**config.mk**
```make
export PLATFORM = sky130hd
export DESIGN_NAME = mem_access_stage
export DESIGN_NICKNAME = d
export VERILOG_FILES = /design/src/rtl/mem_stage_pkg.sv /design/src/rtl/register.sv /design/src/rtl/mem_access_stage.sv
export SDC_FILE = /design/constraint.sdc
export NUM_CORES = 1
export LEC_CHECK = 0
export CORE_ASPECT_RATIO = 1.75
export CORE_UTILIZATION = 30
export DETAILED_ROUTE_END_ITERATION = 10
export GPL_TIMING_DRIVEN = 0
export SLEW_MARGIN = 20
export SYNTH_ARGS = -nofsm -noshare
export SYNTH_HDL_FRONTEND = slang
export SYNTH_HIERARCHICAL = 1
export SYNTH_SLANG_ARGS = --single-unit
```
**constraint.sdc**
```tcl
create_clock -name clk -period 2.2 [get_ports clk]
set_input_delay 0.44 -clock clk [delete_from_list [all_inputs] [get_ports clk]]
set_output_delay 0.44 -clock clk [all_outputs]
set_load 0.02 [all_outputs]
```
**src/rtl/mem_stage_pkg.sv**
```systemverilog
// rtl/mem_stage_pkg.sv - shared types and constants for the memory access stage
package mem_stage_pkg;

  typedef enum logic [1:0] {
    IDLE = 2'd0,
    BUSY = 2'd1,
    DONE = 2'd2
  } state_t;

  localparam logic [1:0] WORD_ALIGN_MASK = 2'b11;
  localparam int         REG_W           = 4;

  typedef struct packed {
    logic             pcload;
    logic             regw;
    logic             regmem;
    logic             memw;
    logic [REG_W-1:0] regscr;
  } ctrl_t;

endpackage

```
**src/rtl/register.sv**
```systemverilog
// rtl/register.sv - generic enabled register with asynchronous active-high clear
module register #(
  parameter int W = 32
) (
  input  logic         clk,
  input  logic         rst,
  input  logic         wen,
  input  logic [W-1:0] in,
  output logic [W-1:0] out
);

  always_ff @(posedge clk or posedge rst) begin
    if (rst) out <= '0;
    else if (wen) out <= in;
  end

endmodule

```
**src/rtl/mem_access_stage.sv**
```systemverilog
// rtl/mem_access_stage.sv - memory pipeline stage: word load/store over req/ack,
// stalling upstream and bubbling mwpipe while an access is outstanding
module mem_access_stage
  import mem_stage_pkg::*;
#(
  parameter int N       = 32,
  parameter int M       = REG_W,
  parameter int TIMEOUT = 15
) (
  input  logic         clk,
  input  logic         rst,
  input  logic         valid_M,
  input  logic         pcload_M,
  input  logic         regw_M,
  input  logic         regmem_M,
  input  logic         memw_M,
  input  logic [M-1:0] regScr_M,
  input  logic [N-1:0] ALUrslt_M,
  input  logic [N-1:0] writedata_M,
  input  logic         mem_ack,
  input  logic [N-1:0] mem_rdata,
  output logic         mem_req,
  output logic         mem_we,
  output logic [N-1:0] mem_addr,
  output logic [N-1:0] mem_wdata,
  output logic         stall_M,
  output logic         fault_M,
  output logic         pcload_W,
  output logic         regw_W,
  output logic         regmem_W,
  output logic [M-1:0] regScr_W,
  output logic [N-1:0] ALUrslt_W,
  output logic [N-1:0] readdata_W
);

  localparam int CW = $clog2(TIMEOUT + 1);

  state_t          state, state_nx;
  logic [CW-1:0]   wait_cnt;
  logic            req_q, timeout_q;
  logic            memop, misaligned, start, abort, rd_wen;
  ctrl_t           ctrl_d, ctrl_q;
  logic [N-1:0]    addr_q, wdata_q, rdata_q;

  assign memop      = valid_M & (regmem_M | memw_M);
  assign misaligned = (ALUrslt_M[1:0] & WORD_ALIGN_MASK) != 2'b00;
  assign start      = (state == IDLE) && memop && !misaligned;
  // ack in the last permitted cycle takes precedence over the abort
  assign abort      = (state == BUSY) && !mem_ack && (wait_cnt == CW'(TIMEOUT - 1));
  assign rd_wen     = (state == BUSY) && mem_ack && !ctrl_q.memw;

  always_comb begin
    ctrl_d        = '0;
    ctrl_d.pcload = pcload_M;
    ctrl_d.regw   = regw_M;
    ctrl_d.regmem = regmem_M;
    ctrl_d.memw   = memw_M;
    ctrl_d.regscr = regScr_M;
  end

  register #(.W($bits(ctrl_t))) u_ctrl_reg  (.clk(clk), .rst(rst), .wen(start),  .in(ctrl_d),      .out(ctrl_q));
  register #(.W(N))             u_addr_reg  (.clk(clk), .rst(rst), .wen(start),  .in(ALUrslt_M),   .out(addr_q));
  register #(.W(N))             u_wdata_reg (.clk(clk), .rst(rst), .wen(start),  .in(writedata_M), .out(wdata_q));
  register #(.W(N))             u_rdata_reg (.clk(clk), .rst(rst), .wen(rd_wen), .in(mem_rdata),   .out(rdata_q));

  assign mem_req   = req_q;
  assign mem_we    = ctrl_q.memw;
  assign mem_addr  = addr_q;
  assign mem_wdata = wdata_q;

  always_ff @(posedge clk or posedge rst) begin
    if (rst) state <= IDLE;
    else     state <= state_nx;
  end

  always_ff @(posedge clk or posedge rst) begin
    if (rst) begin
      wait_cnt  <= '0;
      req_q     <= 1'b0;
      timeout_q <= 1'b0;
    end else if (start) begin
      wait_cnt  <= '0;
      req_q     <= 1'b1;
      timeout_q <= 1'b0;
    end else if (state == BUSY) begin
      if (wait_cnt != {CW{1'b1}}) wait_cnt <= wait_cnt + 1'b1;
      if (mem_ack || abort) req_q <= 1'b0;
      timeout_q <= abort;
    end
  end

  always_comb begin
    state_nx   = state;
    stall_M    = 1'b0;
    fault_M    = 1'b0;
    pcload_W   = 1'b0;
    regw_W     = 1'b0;
    regmem_W   = 1'b0;
    regScr_W   = regScr_M;
    ALUrslt_W  = ALUrslt_M;
    readdata_W = '0;
    case (state)
      IDLE: begin
        if (memop) begin
          stall_M = !misaligned;
          fault_M = misaligned;
          if (!misaligned) state_nx = BUSY;
        end else if (valid_M) begin
          pcload_W = pcload_M;
          regw_W   = regw_M;
          regmem_W = regmem_M;
        end
      end
      BUSY: begin
        stall_M   = 1'b1;
        regScr_W  = ctrl_q.regscr;
        ALUrslt_W = addr_q;
        if (mem_ack || abort) state_nx = DONE;
      end
      DONE: begin
        regScr_W  = ctrl_q.regscr;
        ALUrslt_W = addr_q;
        state_nx  = IDLE;
        if (timeout_q) begin
          fault_M = 1'b1;
        end else begin
          pcload_W   = ctrl_q.pcload;
          regw_W     = ctrl_q.regw;
          regmem_W   = ctrl_q.regmem;
          readdata_W = rdata_q;
        end
      end
      default: state_nx = IDLE;
    endcase
  end

endmodule
```
==> results of run 1 <==
-- area by class of cell --
type,count,area share [%]
well taps,234,3.24
clock buffers,9,2.49
repair buffers,263,29.5
inverters,10,0.415
multi-input cells,222,29.3
plain buffers,19,3.65
flip-flops and latches,112,31.0
clock inverters,4,0.360
-- registers in the layout, summed over array words and instances (netlist names) --
register         flops
u_addr_reg/out      32
u_rdata_reg/out     32
u_wdata_reg/out     32
u_ctrl_reg/out       8
wait_cnt             4
state                2
mem_req              1
timeout_q            1
-- through the flow --
step / TNS (ns) / hold slack, ns / power, mW / util, %
floorplan: 0 / 0.256 / 7.63 / -
global placement: -57.29 / 0.485 / 10.5 / 46.0
detailed placement: -64.98 / 0.483 / 10.6 / 46.0
CTS: -3.78 / 0.508 / 12.7 / 48.4
global route: -5.06 / 0.523 / 13.6 / 49.9
finish: -0.948 / 0.500 / 12.9 / 49.9
-- cells by family (layout without fill, tap and decap cells) --
kind of cell               Yosys count  in the layout  share of synthesized area (%)
muxes                              140            140                           34.8
and+or+nand+nor                     55             55                           5.83
buffers and inverters               31            305                           5.36
adders and majority gates            6              6                           1.34
DFF                                112            112                           50.2
AOI/OAI and AO/OA                   21             21                           2.44
-- cell usage in the layout (no fill, tap or decap), types with 2 or more instances in the layout --
cell / count
buf_2: 11
inv_1: 5
mux2_2: 20
mux2_4: 120
clkbuf_8: 2
dlygate4sd2_1: 2
or2_2: 2
or3_1: 2
o21ai_0: 5
buf_6: 66
a21oi_1: 7
clkdlybuf4s50_1: 171
clkbuf_16: 12
buf_4: 12
nor2_1: 3
and2_4: 18
ha_4: 2
inv_2: 5
nand3_1: 3
and3_1: 2
dfrtp_1: 112
buf_12: 13
nand2_1: 4
ha_1: 3
clkinvlp_4: 2
and2_1: 15
inv_6: 2
a22o_1: 2
-- worst min-delay path by stage --
stage	endpoint	slack (ns)	depth (start not counted)
after detailed placement	u_rdata_reg/out[25]	0.48	1
after CTS	u_rdata_reg/out[3]	0.51	1
after global placement	u_rdata_reg/out[6]	0.49	1
final	u_rdata_reg/out[3]	0.50	1
after floorplan	mem_req	0.26	1
after global routing	u_rdata_reg/out[4]	0.52	1
-- metal layers --
layer,global-route usage (%),up-vias
met5,0,-
met4,6.08,0
met3,3.25,19
met2,31.5,148
met1,16.2,1939
li1,-,1807
-- synthesized netlist by cell type (2+ instances only) --
cell type,number
a21oi_1,7
a22o_1,2
and2_1,33
and3_1,2
buf_12,9
buf_2,5
buf_6,4
clkbuf_1,3
dfrtp_1,112
ha_1,6
inv_1,10
mux2_2,42
mux2_4,98
nand2_1,4
nand3_1,3
nor2_1,3
o21ai_0,5
or2_2,2
or3_1,2
-- power by group --
| part | total [mW] | switching, mW | internal [mW] |
|---|---|---|---|
| Combinational | 7.67 | 3.16 | 4.51 |
| Clock | 1.49 | 0.733 | 0.759 |
| Sequential | 3.77 | 0.685 | 3.08 |
-- timing repair --
| item | 4_1_cts | 5_1_grt |
|---|---|---|
| cloned | 2 | 2 |
| pin swaps | 2 | 4 |
| hold buffers | 0 | 0 |
| gates resized for setup | 402 | 95 |
| setup buffers | 14 | 1 |
| setup endpoints to repair | 145 | 72 |
==> results by group, run 1 <==
Clock tree
  • Clk slew on worst S/H paths: 0.07 ns
  • Clock Tree Root: clkbuf_16
  • Clk sinks: approximately 110
  • Clock Latency Late Sink: around 0.34 ns
  • CTS tree: built
  • Clock Path Buffers: 2
  • CTS Buf Count: 9
  • Htree depth: 3

Global routing
  • Initial antenna violation count: 0
  • Vias in the first global route: 4413
  • Largest net degree at the start of global routing: 33
  • First-pass GRT wire length: 24.0 mm
  • Grt ovf: 0
  • Total GRT Usage: ~16%

Place
  • Port Buffers: around 250
  • Final HPWL DP: 11.2 mm
  • Post-Place Cells: 845
  • GP Congestion: 0.789
  • DP Worst Slack: -0.927 ns
  • Dpl cell area: around 8300 µm²

Layout
  • FF/Latch Area: about 2800 µm²
  • Fin area: 9050 µm²
  • Multi-input combinational cell area: about 2700 µm²
  • Layout cell share with drive strength beyond 1: a little under half
  • Non-Filler Instances: 873
  • # fillers: 1620
  • Fin nets: ~750
  • Area growth syn-to-layout: 62.0%
  • # diodes: 0

Worst setup path
  • CP max stage cell: dfrtp_1
  • Setup crit end kind: output pin
  • Reg2Reg Capture Point: u_wdata_reg/out[1]
  • Crit path to: ALUrslt_W[30]
  • Critical path launch point type: flop
  • Arrival @ worst endpoint: roughly 1.8 ns
  • FF-to-FF setup slack: 0.23 ns
  • R2R Path Start: state[1]
  • Required time of the critical path: 1.76 ns
  • CP max FO: 6
  • Slowest stage delay, CP: about 0.39 ns
  • Cell count along the critical path: 6
  • Buffers & Inverters on Critical Path: 4
  • Crit-path cells: inv_2 -> ha_4 -> buf_12 -> clkbuf_16 -> mux2_4 -> buf_6
  • Reg2reg path depth: 8
  • Crit. Startpoint: state[1]
  • Cell family with most CP delay: buffers and inverters
  • Crit Path Class: reg -> out

Status
  • Failing checks: setup timing
  • Result of the run: finished, violations left

Timing
  • Period utilization: 103%
  • Count of final max-slew check failures: 0
  • Post-route setup slack: -0.0734 ns
  • RSZ-0062 raised after global routing: true
  • Slew at the pin with the worst max-slew slack: 0.704 ns
  • Final count of negative-setup-slack endpoints: 36
  • Fin. Hold Viols: 0
  • Clock skew: 0.00990 ns
  • FMAX: 440 MHz
  • Max_slew headroom: between 50% and 60%
  • Final min period: 2.27 ns

Detailed routing
  • Initial DRT Pass Iterations: 4
  • Vias per cell: between 4 and 5
  • Drt total wl: 15.3 mm
  • Met2 wire len: 8.51 mm
  • Length of routed met3 wiring: 756 µm
  • Initial DRC Count: 105
  • WL/cell: ~17 µm
  • Uppermost layer routed: met4
  • Post-route DRC: 0
  • Antenna-violating nets left: 0
  • Vias: 3913
  • M1 WL: 5.63 mm

Floorplan
  • I/O pin total: 247
  • Die H: 182 µm
  • Die area: 19200 µm²
  • Core Region: 18100 µm²
  • Num rows: 65
  • Die X: 105 µm
  • Initial Util: 30.8%

Yosys
  • Library cells used by synthesis: 32
  • Cells after synthesis: 365
  • Sequential area share after synthesis: 50.2%
  • Largest area contributor in the netlist: dfrtp_1
  • Top cell type's share of synthesized area: 50.2%
  • Dominant synthesized flop cell: dfrtp_1
  • Post-synth EDFFs: 0
  • Synthesized net count: 479
  • Syn. warnings: 6
  • Most area-consuming cells after synthesis: dfrtp_1, mux2_4, mux2_2
  • Asr flop ratio synth: 100%
  • Number of synthesized register bits: 112
  • Cell Area, Synth: approximately 5600 µm²
  • Avg Synthesized Cell Area: 15.3 µm²

Min path
  • Worst Hold Launch: u_rdata_reg/out[3]
  • HP Class: reg -> reg

Power
  • VDD IR-drop max: about 0.64 mV
  • PD cells: ~1400 nW/µm²
  • Leakage: 4.04 nW

Run
  • Maximum capacitance violations: 0
(Power assumes the default switching activity.)
==> run 2, diff against run 1 <==
- SYNTH_HIERARCHICAL: 1 -> unset
==> results by group, run 2 <==
Timing
  • Final min period: 2.34 ns (was 2.27 ns)
  • Min Hold Slack: 0.475 ns (was 0.500 ns)
  • Slew at the pin with the worst max-slew slack: 0.493 ns (was 0.704 ns)
  • Max_slew headroom: 67.1% (was 53.0%)
  • Final count of negative-setup-slack endpoints: 51 (was 36)
  • RSZ-0062 raised after global routing: true (unchanged)
  • Clock skew: 0.00709 ns (was 0.00990 ns)
  • Count of final max-slew check failures: 0 (unchanged)
  • Post-route setup slack: -0.138 ns (was -0.0734 ns)
  • Period utilization: 106% (was 103%)
  • FMAX: 428 MHz (was 440 MHz)
  • Fin. Hold Viols: 0 (unchanged)

Layout
  • Layout cell share with drive strength beyond 1: 48.4% (was 45.9%)
  • Top flop regs: u_addr_reg.out x32, u_rdata_reg.out x32, u_wdata_reg.out x32 (was u_addr_reg/out x32, u_rdata_reg/out x32, u_wdata_reg/out x32)
  • Area growth syn-to-layout: 73.6% (was 62.0%)
  • Most common cell after layout, fill and taps aside: clkdlybuf4s50_1 (unchanged)
  • Fin area: 9020 µm² (was 9050 µm²)
  • # diodes: 0 (unchanged)
  • Most frequent cells in the layout: clkdlybuf4s50_1, dfrtp_1, buf_6 (was clkdlybuf4s50_1, mux2_4, dfrtp_1)
  • Non-Filler Instances: 874 (was 873)
  • Fin nets: 757 (was 751)

Worst setup path
  • R2R Path Start: state[1] (unchanged)
  • CP max stage cell: dfrtp_1 (unchanged)
  • Reg2Reg Capture Point: u_rdata_reg.out[13] (was u_wdata_reg/out[1])
  • Reg2reg path depth: 7 (was 8)
  • Buffers & Inverters on Critical Path: 5 (was 4)
  • Required time of the critical path: 1.76 ns (about the same)
  • Cell family with most CP delay: buffers and inverters (unchanged)
  • Slowest stage delay, CP: 0.39 ns (about the same)
  • Crit-path cells: inv_2 -> ha_4 -> buf_12 -> buf_8 -> buf_6 -> mux2_4 -> buf_6 (was inv_2 -> ha_4 -> buf_12 -> clkbuf_16 -> mux2_4 -> buf_6)
  • Setup crit end kind: output pin (unchanged)
  • Crit Path Class: reg -> out (unchanged)
  • Critical path launch point type: flop (unchanged)
  • Arrival @ worst endpoint: 1.90 ns (was 1.83 ns)
  • FF-to-FF setup slack: 0.28 ns (was 0.23 ns)
  • CP max FO: 5 (was 6)
  • Most used cell, CP: buf_6

Yosys
  • Synthesized net count: 474 (was 479)
  • Library cells used by synthesis: 32 (unchanged)
  • Most frequent cells after synthesis: mux2_2, dfrtp_1, and2_1, mux2_4 (was dfrtp_1, mux2_4, mux2_2, and2_1, inv_1)
  • Top cell type's share of synthesized area: 53.9% (was 50.2%)
  • Cells after synthesis: 360 (was 365)
  • Largest area contributor in the netlist: dfrtp_1 (unchanged)
  • Syn. warnings: 0 (was 6)
  • Cell Area, Synth: 5190 µm² (was 5580 µm²)
  • Most area-consuming cells after synthesis: dfrtp_1, mux2_2, mux2_4 (was dfrtp_1, mux2_4, mux2_2)
  • Sequential area share after synthesis: 53.9% (was 50.2%)
  • Avg Synthesized Cell Area: 14.4 µm² (was 15.3 µm²)
  • Post-synth EDFFs: 0 (unchanged)
  • Number of synthesized register bits: 112 (unchanged)
  • Top-count cell post-synth: mux2_2 (was dfrtp_1)
  • Asr flop ratio synth: 100% (unchanged)
  • Dominant synthesized flop cell: dfrtp_1 (unchanged)

Power
  • Switching share of power: 35.2% (was 35.4%)
  • PD cells: 1440 nW/µm² (was 1430 nW/µm²)
  • Leakage: 3.99 nW (was 4.04 nW)
  • Internal power: 8.41 mW (was 8.35 mW)
  • Logic pwr share: 58.9% (was 59.3%)
  • Clock Power Share: 12.9% (was 11.5%)
  • Final Power: 13.0 mW (was 12.9 mW)
  • VDD IR-drop max: 0.883 mV (was 0.644 mV)
  • Switching power: 4.57 mW (was 4.58 mW)
  • Seq pwr share: 28.2% (was 29.1%)

Global routing
  • Met3 Track Usage GR: 4.87% (was 3.25%)
  • Met1 usage: 18.0% (was 16.2%)
  • Initial antenna violation count: 0 (unchanged)
  • Largest net degree at the start of global routing: 34 (was 33)
  • First-pass GRT wire length: 22.8 mm (was 24.0 mm)
  • Vias in the first global route: 4329 (was 4413)
  • Top Usage Layer GRT: met2 (unchanged)
  • Total GRT Usage: 16.7% (was 16.0%)
  • GR Layer Usage met2: 30.1% (was 31.5%)
  • Grt ovf: 0 (unchanged)

Floorplan
  • Die H: 176 µm (was 182 µm)
  • Core Region: 16900 µm² (was 18100 µm²)
  • I/O pin total: 247 (unchanged)
  • Die X: 101 µm (was 105 µm)
  • Num rows: 63 (was 65)
  • Initial Util: 30.7% (was 30.8%)
  • Die area: 17900 µm² (was 19200 µm²)

Min path
  • HP Class: in -> async (was reg -> reg)

Status
  • Failing checks: setup timing (unchanged)
  • Result of the run: finished, violations left (unchanged)

Run
  • Maximum capacitance violations: 0 (unchanged)

Detailed routing
  • Vias per cell: 4.58 (was 4.48)
  • Initial DRT Pass Iterations: 4 (unchanged)
  • WL/cell: 17.0 µm (was 17.5 µm)
  • Vias: 4007 (was 3913)
  • Post-route DRC: 0 (unchanged)
  • Antenna-violating nets left: 0 (unchanged)
  • Drt total wl: 14.9 mm (was 15.3 mm)
  • Initial DRC Count: 124 (was 105)

Clock tree
  • Clock Tree Root: clkbuf_16 (unchanged)
  • Clk slew on worst S/H paths: 0.08 ns (was 0.07 ns)
  • Clock Latency Late Sink: 0.35 ns (was 0.34 ns)
  • Htree depth: 3 (unchanged)
  • CTS Buf Count: 9 (unchanged)
  • CTS tree: built (unchanged)
  • Clk sinks: 112 (unchanged)
  • Clock Path Buffers: 2 (unchanged)

Place
  • Post-Place Cells: 836 (was 845)
  • DP Worst Slack: -0.746 ns (was -0.927 ns)
  • Final HPWL DP: 10.7 mm (was 11.2 mm)
  • Port Buffers: 246 (unchanged)
  • GP Congestion: 0.740 (was 0.789)
  • Dpl cell area: 8010 µm² (was 8340 µm²)
==> run 2: cell count changes after synthesis, sizes merged, moves of 2 or more <==
cell / before / now
nand2: 4 / 2
mux2: 140 / 138
a22o: 2 / 0
nor2b: 1 / 3
o21ai: 5 / 7
buf: 18 / 16
nand3b: 0 / 2
inv: 10 / 7
nand3: 3 / 1
a32o: 0 / 2
==> run 2: kinds of logic (layout without fill, tap and decap cells) <==
family | count (synthesis) | in the layout | share of synthesized area [%]
AOI/OAI and AO/OA | 24 | 24 | 3.08
and+or+nand+nor | 53 | 53 | 6.48
buffers and inverters | 27 | 314 | 3.47
adders and majority gates | 6 | 6 | 1.45
DFF | 112 | 112 | 53.9
muxes | 138 | 138 | 31.6
==> run 2: cell type report <==
type | instances | area (µm²)
clock buffer | 10 | 229
clock inverter | 5 | 65.1
buffer | 18 | 199
inverter | 7 | 32.5
timing repair buffer | 274 | 2940
sequential | 112 | 2800
tap | 227 | 284
multi-input combinational | 221 | 2460
fill | 1518 | 7930
==> run 2: routing by layer <==
layer / part of all wire [%] / vias to the layer above / wire length (µm)
met5: 0 / - / 0
met4: 2.6 / 0 / 386
met3: 6.4 / 25 / 956
met2: 55 / 148 / 8120
met1: 36 / 2001 / 5390
li1: - / 1833 / -
==> run 2: worst max-delay path by stage <==
stage	startpoint	endpoint	slack (ns)	cells after the start
4_1_cts	state[1]	readdata_W[18]	-0.14	8
3_3_place_gp	rst	u_wdata_reg.out[31]	-0.78	2
3_5_place_dp	state[1]	ALUrslt_W[30]	-0.75	6
6_report	state[1]	ALUrslt_W[28]	-0.14	7
5_1_grt	state[1]	ALUrslt_W[28]	-0.20	7
2_1_floorplan	state[1]	ALUrslt_W[10]	0.14	5
==> run 2: worst reg2reg max path: stages (launching register included) <==
cell	delay, ns
dfrtp_1	0.39
inv_2	0.07
buf_4	0.14
ha_1	0.18
buf_2	0.17
nand3b_1	0.20
buf_2	0.29
mux2_2	0.37
==> run 2: power by group through the flow <==
stage / Combinational (mW) / Clock, mW / Sequential (mW)
finish: 7.64 / 1.68 / 3.66
global route: 8.05 / 1.82 / 3.79
CTS: 7.36 / 1.75 / 3.64
detailed placement: 6.24 / 0 / 3.66
global placement: 6.16 / 0 / 3.61
floorplan: 2.71 / 0 / 4.28
==> run 2: metrics by stage <==
stage	TNS [ns]	utilization [%]
5_1_grt	-6.68	53.2
3_5_place_dp	-44.28	47.2
6_report	-2.53	53.2
2_1_floorplan	0	-
4_1_cts	-3.16	51.2
3_3_place_gp	-129.90	46.9
==> run 2: what timing repair did <==
item,in CTS,in global routing
setup endpoints to repair,73,71
hold buffers,0,0
cloned,4,2
buffers inserted,15,6
resized for setup,441,113
hold endpoints to repair,0,0
pin swaps,1,32
==> run 3, diff against run 2 <==
- SETUP_SLACK_MARGIN: unset -> 0.3
==> results by group, run 3 (same netlist as run 2, synthesis figures left out) <==
Global routing
  • Grt ovf: 0 (unchanged)
  • Vias in the first global route: 4194 (was 4329)
  • First-pass GRT wire length: 22.1 mm (was 22.8 mm)
  • Initial antenna violation count: 0 (unchanged)
  • Largest net degree at the start of global routing: 31 (was 34)
  • Total GRT Usage: 16.2% (was 16.7%)

Place
  • Port Buffers: 246 (unchanged)
  • GP Congestion: 0.742 (was 0.740)
  • Dpl cell area: 8030 µm² (was 8010 µm²)
  • Final HPWL DP: 10.8 mm (was 10.7 mm)

Detailed routing
  • Initial DRT Pass Iterations: 4 (unchanged)
  • Vias: 3941 (was 4007)
  • WL/cell: 17.0 µm (about the same)
  • Vias per cell: 4.51 (was 4.58)
  • Initial DRC Count: 41 (was 124)
  • Post-route DRC: 0 (unchanged)
  • Drt total wl: 14.8 mm (was 14.9 mm)
  • Antenna-violating nets left: 0 (unchanged)

Timing
  • Clock skew: 0.00502 ns (was 0.00709 ns)
  • Post-route setup slack: -0.112 ns (was -0.138 ns)
  • Slew at the pin with the worst max-slew slack: 0.373 ns (was 0.493 ns)
  • Setup TNS: -3.85 ns (was -2.53 ns)
  • FMAX: 433 MHz (was 428 MHz)
  • RSZ-0062 raised after global routing: true (unchanged)
  • Period utilization: 105% (was 106%)
  • Min Hold Slack: 0.417 ns (was 0.475 ns)
  • Final count of negative-setup-slack endpoints: 67 (was 51)
  • Final min period: 2.31 ns (was 2.34 ns)
  • Max_slew headroom: 75.1% (was 67.1%)
  • Count of final max-slew check failures: 0 (unchanged)
  • Fin. Hold Viols: 0 (unchanged)

Clock tree
  • Clk slew on worst S/H paths: 0.07 ns (was 0.08 ns)
  • Clock Latency Late Sink: 0.35 ns (about the same)
  • Clock Path Buffers: 2 (unchanged)
  • Clk sinks: 112 (unchanged)
  • CTS tree: built (unchanged)
  • Clock Tree Root: clkbuf_16 (unchanged)
  • Hold Buf Count CTS: 0 (unchanged)
  • CTS Buf Count: 9 (unchanged)
  • Htree depth: 3 (unchanged)

Power
  • PD cells: 1420 nW/µm² (was 1440 nW/µm²)
  • Switching share of power: 35.6% (was 35.2%)
  • VDD IR-drop max: 0.798 mV (was 0.883 mV)
  • Leakage: 3.89 nW (was 3.99 nW)
  • Logic pwr share: 57.5% (was 58.9%)
  • Switching power: 4.42 mW (was 4.57 mW)
  • Seq pwr share: 29.2% (was 28.2%)
  • Clock Power Share: 13.3% (was 12.9%)
  • Internal power: 8.00 mW (was 8.41 mW)

Layout
  • Most frequent cells in the layout: clkdlybuf4s50_1, dfrtp_1, mux2_2 (was clkdlybuf4s50_1, dfrtp_1, buf_6)
  • # diodes: 0 (unchanged)
  • Layout cell share with drive strength beyond 1: 43.2% (was 48.4%)
  • Top flop regs: u_addr_reg.out x32, u_rdata_reg.out x32, u_wdata_reg.out x32 (unchanged)
  • # fillers: 1525 (was 1518)
  • Most common cell after layout, fill and taps aside: clkdlybuf4s50_1 (unchanged)
  • Final core occ: 51.5% (was 53.2%)
  • Fin nets: 755 (was 757)
  • Fin area: 8730 µm² (was 9020 µm²)
  • Area growth syn-to-layout: 68.1% (was 73.6%)

Floorplan
  • Core Region: 16900 µm² (unchanged)
  • Num rows: 63 (unchanged)
  • Die H: 176 µm (unchanged)
  • Die X: 101 µm (unchanged)
  • Die area: 17900 µm² (unchanged)
  • I/O pin total: 247 (unchanged)
  • Initial Util: 30.7% (unchanged)

Worst setup path
  • Required time of the critical path: 1.76 ns (about the same)
  • Setup crit end kind: output pin (unchanged)
  • Arrival @ worst endpoint: 1.87 ns (was 1.90 ns)
  • Critical path launch point type: flop (unchanged)
  • CP max FO: 7 (was 5)
  • Crit Path Class: reg -> out (unchanged)

Run
  • Maximum capacitance violations: 0 (unchanged)

Status
  • Failing checks: setup timing (unchanged)
  • Result of the run: finished, violations left (unchanged)

Min path
  • HP Class: in -> async (unchanged)
-- run 3: layout make-up --
class,count,area [µm²],share of cell area [%]
Multi-Input combinational cell,221,2370,27.1
Clock inverter,6,60.1,0.688
Inverter,7,35.0,0.401
Clock buffer,10,229,2.62
Timing Repair Buffer,270,2690,30.8
Tap cell,227,284,3.25
Buffer,20,260,2.98
Sequential cell,112,2800,32.1
-- run 3: worst paths after layout --
kind | to | cells after the start | start | slack (ns)
min reg2reg | u_rdata_reg.out[15] | 1 | u_rdata_reg.out[15] | 0.50
min | u_wdata_reg.out[9] | 2 | rst | 0.42
max in group asynchronous | u_rdata_reg.out[29] | 4 | rst | 1.10
max reg2reg | u_wdata_reg.out[1] | 8 | state[0] | 0.36
min in group clk | u_rdata_reg.out[15] | 1 | u_rdata_reg.out[15] | 0.50
max | ALUrslt_W[21] | 6 | state[0] | -0.11
-- run 3: metrics by stage --
step | cells | total power, mW | setup WS, ns
2_1_floorplan | 360 | 7.00 | 0.260
3_3_place_gp | 833 | 9.79 | -0.762
3_5_place_dp | 837 | 9.90 | -0.681
4_1_cts | 860 | 11.9 | -0.164
5_1_grt | 873 | 13.1 | -0.195
6_report | 873 | 12.4 | -0.112
-- run 3: power groups by stage --
| stage | clock (mW) | combinational, mW | sequential (mW) |
|---|---|---|---|
| floorplan | 0 | 2.72 | 4.28 |
| global placement | 0 | 6.18 | 3.60 |
| detailed placement | 0 | 6.25 | 3.65 |
| CTS | 1.72 | 6.51 | 3.63 |
| global route | 1.80 | 7.54 | 3.79 |
| finish | 1.65 | 7.14 | 3.63 |
-- run 3: repair_timing --
item / 4_1_cts / 5_1_grt
endpoints found under the setup margin: 100 / 97
gates cloned: 2 / 7
buffers inserted: 5 / 6
endpoints found under the hold margin: 0 / 0
resized for setup: 333 / 132
pin swaps: 1 / 2
-- run 3: metal layers --
layer	GRT usage (%)	up-vias	share of wire, %
met3	4.87	19	6.8
met5	0	-	0
li1	-	1834	-
met2	29.1	154	54
met1	17.5	1934	37
met4	6.40	0	2.2
-- run 3: critical path, cell delays in order (launching register included) --
cell and delay [ns]:
dfrtp_1 0.39, inv_2 0.08, ha_4 0.28, clkbuf_16 0.17, clkbuf_16 0.16, mux2_4 0.30
buf_6 0.14
==> patch, RTL diff (flow settings as in run 3) <==
Reset style: synchronous (`rst`), changed in 3 clocked blocks. Comments in the files are not updated.
--- a/src/rtl/register.sv
+++ b/src/rtl/register.sv
@@ -9,7 +9,7 @@
   output logic [W-1:0] out
 );
 
-  always_ff @(posedge clk or posedge rst) begin
+  always_ff @(posedge clk) begin
     if (rst) out <= '0;
     else if (wen) out <= in;
   end
--- a/src/rtl/mem_access_stage.sv
+++ b/src/rtl/mem_access_stage.sv
@@ -68,12 +68,12 @@
   assign mem_addr  = addr_q;
   assign mem_wdata = wdata_q;
 
-  always_ff @(posedge clk or posedge rst) begin
+  always_ff @(posedge clk) begin
     if (rst) state <= IDLE;
     else     state <= state_nx;
   end
 
-  always_ff @(posedge clk or posedge rst) begin
+  always_ff @(posedge clk) begin
     if (rst) begin
       wait_cnt  <= '0;
       req_q     <= 1'b0;
Formal check against the unedited RTL: differs if rst is asserted again (counterexample within 4 cycles, from zero or initial values and one cycle with rst high); with rst held inactive, the same outputs for 4 cycles.
==> patch against run 3 <==
The flow still finishes with violations (setup timing); first-iteration DRC count rose to 4.9 times the old value; sequential cell count did not move; synthesized cell count rose by 68%; clock skew rose by 0.0025 ns; synthesized area fell by 4.9%; routed wire length rose by 23%; final cell count rose by 23%; design area fell by 5.5%; utilization barely moved; setup slack improved by 0.050 ns; via count rose by 36%.
Power is not compared: it rests on default switching activity, and its combinational part moved more than twofold at a synthesized area within 25%.
==> patch: results <==
{
  "ys_async_sr_fraction_pct": 0,
  "vias": 5379,
  "synth_ff_type": "dfxtp_1",
  "placed_cells": 1037,
  "track_usage_pct": 21.4,
  "r2r-end": "u_wdata_reg.out[24]",
  "ctsResizeCount": 419,
  "maxSlewHeadroom_pct": 59.3,
  "crit_path_start": "state[1]",
  "layout-drive-gt1-share_pct": 20.5,
  "gp_congestion": 0.770,
  "status": "finished with violations",
  "yosysSeqAreaShare_pct": 45.4,
  "tns_ns": -1.11,
  "synth.area.mux_share_pct": 8.41,
  "placed_cell_area_um2": 7630,
  "hp-class": "flop to flop",
  "grt_pass1_vias": 5649,
  "postCtsSetupBuffers": 11,
  "cp.arrival_ns": 1.82,
  "vias_per_cell": 5.01,
  "dp_hpwl_mm": 13.8,
  "skew_ns": 0.00756,
  "setup_viol": 33,
  "grt_start_max_net_pins": 19,
  "violations": "setup timing",
  "synth_compound_area_share_pct": 20.9,
  "critPathMaxStageDelay_ns": 0.36,
  "synth.area.top_cells": "dfxtp_1 (45%), a21oi_1 (11%), mux2_2 (8.2%)",
  "synth_common_cells": "dfxtp_1 (112), a21oi_1 (107), nand3_1 (72)",
  "fin_ws_ns": -0.0615,
  "slowest_stage": "dfxtp_2",
  "post-route-util_pct": 51.5,
  "grt_pass1_wl_mm": 28.6,
  "final.fill_count": 1571,
  "synthAdderAreaFrac_pct": 1.27,
  "synthCells": 603,
  "wl_mm": 18.2,
  "hold_ws_ns": 0.447,
  "io_buffers": 245,
  "synth_fp_nets": 716
}
[patch: cell types whose count changed in the layout (fill, tap and decap cells not counted), sizes merged, moves of 67 or more]
cell | run 3 | this run
dfrtp | 112 | 0
a21oi | 7 | 107
dfxtp | 0 | 112
o21ai | 7 | 74
mux2 | 138 | 36
nand3 | 1 | 72
[patch: routing by layer]
layer | part of all wire (%) | track usage [%] | wire length, µm | vias up
met4 | 3.4 | 9.34 | 628 | 0
met5 | 0 | 0 | 0 | -
met2 | 55 | 42.5 | 10000 | 194
met3 | 4.8 | 3.66 | 881 | 37
met1 | 37 | 21.5 | 6690 | 2487
li1 | - | - | - | 2661
[patch: area by class of cell]
class,count,area share [%]
buffer,57,4.47
clock buffer,11,2.94
clock inverter,5,0.485
inverter,8,0.364
multi-input combinational,426,30.9
sequential,112,27.2
tap,189,2.87
timing repair buffer,266,30.8
